**src/rtl/serial_pkg.sv**
```systemverilog
// Shared types and constants for the serial frame transmitter.
package serial_pkg;

  localparam int unsigned SERIAL_WIDTH = 32;

  typedef enum logic {
    StIdle,
    StShift
  } state_e;

endpackage

```
**src/rtl/serial_if.sv**
```systemverilog
// Frame request and serial output bundle between a host and the serial transmitter.
interface serial_if
  import serial_pkg::*;
#(
  parameter int unsigned WIDTH = SERIAL_WIDTH
);

  logic             load_data;
  logic [WIDTH-1:0] data_in;
  logic             data_enable;
  logic             sdo;

  modport master (
    output load_data,
    output data_in,
    input  data_enable,
    input  sdo
  );

  modport slave (
    input  load_data,
    input  data_in,
    output data_enable,
    output sdo
  );

endinterface

```
**src/rtl/serial.sv**
```systemverilog
// MSB-first parallel-to-serial transmitter with a registered chip-select window of WIDTH cycles.
// Back-to-back frames reload on the last bit with no gap cycle.
module serial
  import serial_pkg::*;
#(
  parameter int unsigned WIDTH = SERIAL_WIDTH
) (
  input logic      sclk,
  input logic      rst_n,
  serial_if.slave  bus
);

  localparam int unsigned CntW = $clog2(WIDTH);

  state_e           state_q, state_d;
  logic [WIDTH-1:0] shift_q, shift_d;
  logic [CntW-1:0]  cnt_q, cnt_d;
  logic             en_q, en_d;
  logic             sdo_q, sdo_d;
  logic             start;

  // A new frame may only begin from idle or on the final bit of the current frame.
  assign start = bus.load_data && ((state_q == StIdle) || (cnt_q == '0));

  always_comb begin
    state_d = state_q;
    shift_d = shift_q;
    cnt_d   = cnt_q;
    en_d    = en_q;
    sdo_d   = sdo_q;

    unique case (state_q)
      StIdle: begin
        if (!start) begin
          en_d  = 1'b0;
          sdo_d = 1'b0;
        end
      end
      StShift: begin
        if (cnt_q != '0) begin
          shift_d = shift_q << 1;
          sdo_d   = shift_q[WIDTH-2];
          cnt_d   = cnt_q - 1'b1;
        end else if (!start) begin
          en_d    = 1'b0;
          sdo_d   = 1'b0;
          state_d = StIdle;
        end
      end
      default: state_d = StIdle;
    endcase

    if (start) begin
      shift_d = bus.data_in;
      sdo_d   = bus.data_in[WIDTH-1];
      en_d    = 1'b1;
      cnt_d   = CntW'(WIDTH - 1);
      state_d = StShift;
    end
  end

  always_ff @(posedge sclk or negedge rst_n) begin
    if (!rst_n) begin
      state_q <= StIdle;
      shift_q <= '0;
      cnt_q   <= '0;
      en_q    <= 1'b0;
      sdo_q   <= 1'b0;
    end else begin
      state_q <= state_d;
      shift_q <= shift_d;
      cnt_q   <= cnt_d;
      en_q    <= en_d;
      sdo_q   <= sdo_d;
    end
  end

  assign bus.data_enable = en_q;
  assign bus.sdo         = sdo_q;

endmodule

```
**src/flat_wrapper.sv**
```systemverilog
// flat-port wrapper written by rule: the top's interface ports become plain ports
module serial_flat import serial_pkg::*;
#(
  parameter int unsigned WIDTH = SERIAL_WIDTH
)
  (sclk, rst_n, bus_load_data, bus_data_in, bus_data_enable, bus_sdo);
  serial_if #(.WIDTH(WIDTH)) bus_i ();
  input logic sclk;
  input logic rst_n;
  input wire logic [$bits(bus_i.load_data)-1:0] bus_load_data;
  input wire logic [$bits(bus_i.data_in)-1:0] bus_data_in;
  output wire logic [$bits(bus_i.data_enable)-1:0] bus_data_enable;
  output wire logic [$bits(bus_i.sdo)-1:0] bus_sdo;
  assign bus_i.load_data = bus_load_data;
  assign bus_i.data_in = bus_data_in;
  assign bus_data_enable = bus_i.data_enable;
  assign bus_sdo = bus_i.sdo;
  serial #(.WIDTH(WIDTH)) u_core (.sclk(sclk), .rst_n(rst_n), .bus(bus_i));
endmodule
```
**config.mk**
```make
export PLATFORM = sky130hd
export DESIGN_NAME = serial_flat
export DESIGN_NICKNAME = d
export VERILOG_FILES = /design/src/rtl/serial_pkg.sv /design/src/rtl/serial_if.sv /design/src/rtl/serial.sv /design/src/flat_wrapper.sv
export SDC_FILE = /design/constraint.sdc
export NUM_CORES = 1
export LEC_CHECK = 0
export ABC_AREA = 1
export CAP_MARGIN = 30
export CORE_UTILIZATION = 40
export DETAILED_ROUTE_END_ITERATION = 7
export REMOVE_ABC_BUFFERS = 1
export SYNTH_ARGS = -nofsm -noshare
export SYNTH_HDL_FRONTEND = slang
export SYNTH_SLANG_ARGS = --single-unit
```
**constraint.sdc**
```tcl
create_clock -name sclk -period 1.6 [get_ports sclk]
set_clock_uncertainty 0.05 [all_clocks]
set_input_delay 0.16 -clock sclk [delete_from_list [all_inputs] [get_ports sclk]]
set_output_delay 0.16 -clock sclk [all_outputs]
set_load 0.02 [all_outputs]
```
; ---- Word-level counts from Yosys, hierarchy flattened
; Cells that the tools add are included.
[word_totals]
regBits = 39
inputBits = 35
out_inout_bits = 2
word_cells = 30
[op_classes]
addsub = 1
n_eq_ne = 1
muxes = 15
bitwise = 1
n_reduce_logical = 7
[ops]
columns = op, count
row1 = 2-to-1 mux 31 bit, 3
row2 = 2-to-1 mux 5 bit, 3
row3 = 2-to-1 mux 1 bit, 7
row4 = zero test 5 bit, 1
row5 = nonzero test 5 bit, 1
row6 = "subtractor 5 x 1 -> 5 bit, second input constant", 1
row7 = case mux 1 bit (2 select lines), 2
row8 = nonzero test 2 bit, 2
row9 = "!= test 3 bit, second input constant", 1
row10 = AND reduction 2 bit, 1
row11 = logical AND 1 bit, 1
row12 = logical OR 1 bit, 1
row13 = inverter 1 bit, 1

; ---- Longest topological paths before layout
[logic_depth]
ltp_word = 5
ltp_mapped = 9
ltp_nobuf = 8

; ---- Worst setup path before layout
; OpenSTA, ideal clock, no wires.
[synth_timing]
path_kind = reg2reg
startpoint = reg u_core.cnt_q[0]
endpoint = reg u_core.shift_q[25]
setup_ps = 125
arrival_time_ps = 1216
required_ps = 1425
slack_ps = 209
stages_incl_launch_ff = 10
n_path_buf = 2
synth_period_minus_slack_ps = 1391
cell_sequence = dfrtp_1 > inv_1 > ha_1 > nand3_2 > nand2_2 > inv_2 > buf_6 > buf_6 > nand2_1 > nand3_1
[synth_via]
elab_chain_cells = 5
elab_cells_between_ends = 8
cone_classes = mux: 1 / reduce/logical: 7
[synth_rtl]
columns = element, line_no
row1 = "start, declared", serial.sv:17  ; logic [CntW-1:0] cnt_q, cnt_d;
row2 = "start signal, assigned", serial.sv:72  ; cnt_q <= cnt_d;
row3 = zero test 5 bit, serial.sv:23  ; assign start = bus.load_data && ((state_q == StIdle) || (cnt_q == '0));
row4 = logical OR 1 bit, serial.sv:23
row5 = logical AND 1 bit, serial.sv:23
row6 = nonzero test 2 bit (no line), n/a
row7 = AND reduction 2 bit (no line), n/a
row8 = "end signal, assigned", serial.sv:71  ; shift_q <= shift_d;
row9 = "end, declared", serial.sv:16  ; logic [WIDTH-1:0] shift_q, shift_d;
; Parallel ways exist; a longest one is shown, timed or not.
; A chain may end at the register's enable or synchronous reset.

; ---- Final worst setup path
[layout_timing]
startpoint = reg u_core.cnt_q[0]
endpoint = reg u_core.cnt_q[0]
[layout_via]
elab_chain_cells = 5
elab_cells_between_ends = 11
cone_classes = add/sub: 1 / mux: 3 / reduce/logical: 7
[layout_rtl]
columns = element
row1 = branches (longest 5 deep; another with subtractor 5 x 1 -> 5 bit)
; Parallel ways; which one is timed is not known. The select of a mux whose other input is x is not followed.

==> flow_summary.toml <==
[drt]
dr.pass1.iters = 4
wire_per_inst_um = 12.6
via_count = 1603
drtAntennaViolNets = 0
drt_iter0_markers = 74
wl_um = 3820
viasPerCell = 5.29
drc = 0

[yosys]
synth.most_common_cell = "nand3_1"
synth_area_um2 = 1860
yosys.cell_types.count = 16
synth_edf_count = 0
synthArstFlopShare_pct = 100
yosys-top-cells-area = "dfrtp_1, nand3_1, nand2_1"
synth_top_area_share_pct = 52.6
synth_common_cells = "nand3_1, nand2_1, dfrtp_1, buf_6, inv_1"
synth_top_area_cell = "dfrtp_1"
ys_seq_area_share_pct = 52.6
synthFlopType = "dfrtp_1"
syn_inst = 218
ys_ff_latch = 39
ys.warnings.count = 0
avgSynthCellArea_um2 = 8.51

[clocking]
htree_levels = 2
path_clk_slew_ns = 0.07
clock_sinks = 39
cts_max_path_buffers = 2
clkLatencyLatePin_ns = 0.28
root_buffer = "clkbuf_8"
cts_tree = "built"
cts-buffers-inserted = 5

[placed_design]
place_area_um2 = 2240
place_ws_ns = 0.0563
place_hpwl_um = 2360
gp_congestion = 0.698
io_buffers = 36
numPlacedInstances = 296

[layout]
fin_cells = 303
syn2layout_area_growth_pct = 26.4
drive_gt1_share_pct = 7.57
fin_nets = 288
num_antenna_cells = 0
final_cell_area_um2 = 2340

[power_and_ir_drop]
cellLeakagePower_nw = 1.10
p_per_area_nw_per_um2 = 1490
vdd_ir_drop_max_mv = 0.568

[floorplanning]
die_w_um = 70.1
rows = 24
die_area_um2 = 4920
coreArea_um2 = 4410
die_y_um = 70.1
ios = 37
initial_core_util_pct = 42.0

[timing]
rsz0062_at_grt = "no"
final.setup.tns_ns = 0
tightestPinTransition_ns = 0.239
fin_crit_ns = 1.48
hold_violations = 0
fmax_ghz = 0.674
max_slew_margin_pct = 84.0
fin_crit_sh_pct = 92.7
setup_violations = 0
drv_slew = 0
fin_ws_ns = 0.116
holdWs_ns = 0.316

[global_route]
grt_max_degree = 40
grt.overflow.total = 0
grt_pass1_vias = 1504
grt_usage_pct = 17.1
grt_pass1_wl_um = 6720
grt_antenna_before_repair = 0

[setup_path]
start_kind = "flip-flop"
cp.required_ns = 1.72
criticalPathCategory = "flip-flop to flip-flop"
critPathMaxFanout = 18
arrival_ns = 1.60
endpoint_kind = "flip-flop"

[min_path]
min_path_type = "input port to async pin"

[run]
maxCapViolations = 0

[status]
status = "completed"
report_power, final:
part	leakage [nW]	internal [mW]	switching (mW)
combinational	0.563	0.571	0.751
sequential	0.500	1.38	0.203
clock	0.0371	0.290	0.311
total	1.10	2.24	1.27
critical path, cell delays in order (launching register included):
cell     delay, ns
dfrtp_1       0.38
inv_1         0.14
ha_4          0.18
nand3_2       0.07
nand2_2       0.12
buf_6         0.18
nand2_1       0.11
nand2_1       0.08
o21ai_1       0.07
through the flow:
stage               util, %  total power, mW
detailed placement     50.8             2.88
global route           53.1             3.80
floorplan                 -             2.39
global placement       50.8             2.85
finish                 53.1             3.50
CTS                    52.7             3.50
flip-flops by register name, summed over array words and instances, names as in the netlist:
name                    cells
u_core.bus.sdo              1
u_core.cnt_q                5
u_core.bus.data_enable      1
u_core.shift_q             31
u_core.state_q              1
cell usage in the layout (no fill, tap or decap):
cell type / Yosys / final
nand2_2: 1 / 1
nor2_2: 1 / 1
nand3_1: 97 / 97
o21ai_1: 1 / 1
clkbuf_1: 3 / 1
inv_2: 1 / 1
clkbuf_8: 0 / 5
nor3_1: 1 / 1
dfrtp_1: 39 / 39
nand2_1: 50 / 50
clkdlybuf4s50_1: 0 / 35
buf_4: 1 / 3
ha_4: 0 / 1
buf_6: 7 / 2
buf_2: 6 / 1
nand3_2: 1 / 1
dlygate4sd3_1: 0 / 1
buf_12: 0 / 3
inv_1: 7 / 7
logic make-up after synthesis:
group / count (synthesis) / share of synthesized area, %
AND/OR/NAND/NOR: 151 / 37.8
buffers and inverters: 26 / 8.70
adder cells (fa/ha/maj): 1 / 0.674
flip-flops: 39 / 52.6
AO/OA/AOI/OAI: 1 / 0.269
per-layer routing:
| metal | routed length [um] | track usage [%] |
|---|---|---|
| met1 | 1880 | 23.7 |
| met2 | 1700 | 26.1 |
| met4 | 52 | 5.33 |
| met5 | 0 | 0 |
| met3 | 181 | 4.91 |
final cells by class:
| cell class | instances | area [um2] |
|---|---|---|
| Inverter | 8 | 30.0 |
| Fill cell | 445 | 2070 |
| Clock buffer | 6 | 72.6 |
| Multi-Input combinational cell | 153 | 731 |
| Sequential cell | 39 | 976 |
| Tap cell | 52 | 65.1 |
| Timing Repair Buffer | 45 | 470 |
path summary, 6_finish.rpt:
path                                                 endpoint  cells past startpoint                          startpoint  slack (ns)
setup / recovery                  u_core.cnt_q[0]$_DFFE_PN0P_                      8         u_core.cnt_q[0]$_DFFE_PN0P_        0.12
hold / removal                    u_core.cnt_q[3]$_DFFE_PN0P_                      3                               rst_n        0.32
setup reg to reg                  u_core.cnt_q[0]$_DFFE_PN0P_                      8         u_core.cnt_q[0]$_DFFE_PN0P_        0.12
hold reg to reg            u_core.bus.data_enable$_DFFE_PN0P_                      2  u_core.bus.data_enable$_DFFE_PN0P_        0.42
max in group asynchronous      u_core.shift_q[20]$_DFFE_PN0P_                      3                               rst_n        0.99
min in group sclk                    u_core.bus.sdo$_DFF_PN0_                      3                     bus_data_in[31]        0.38
timing repair:
action                                  in CTS  in global routing
resized for setup                            0                  4
setup buffers                                0                  0
endpoints found under the setup margin       0                 17
hold buffers                                 1                  0
hold endpoints to repair                    39                  0
Power figures use the tool's default switching activity.
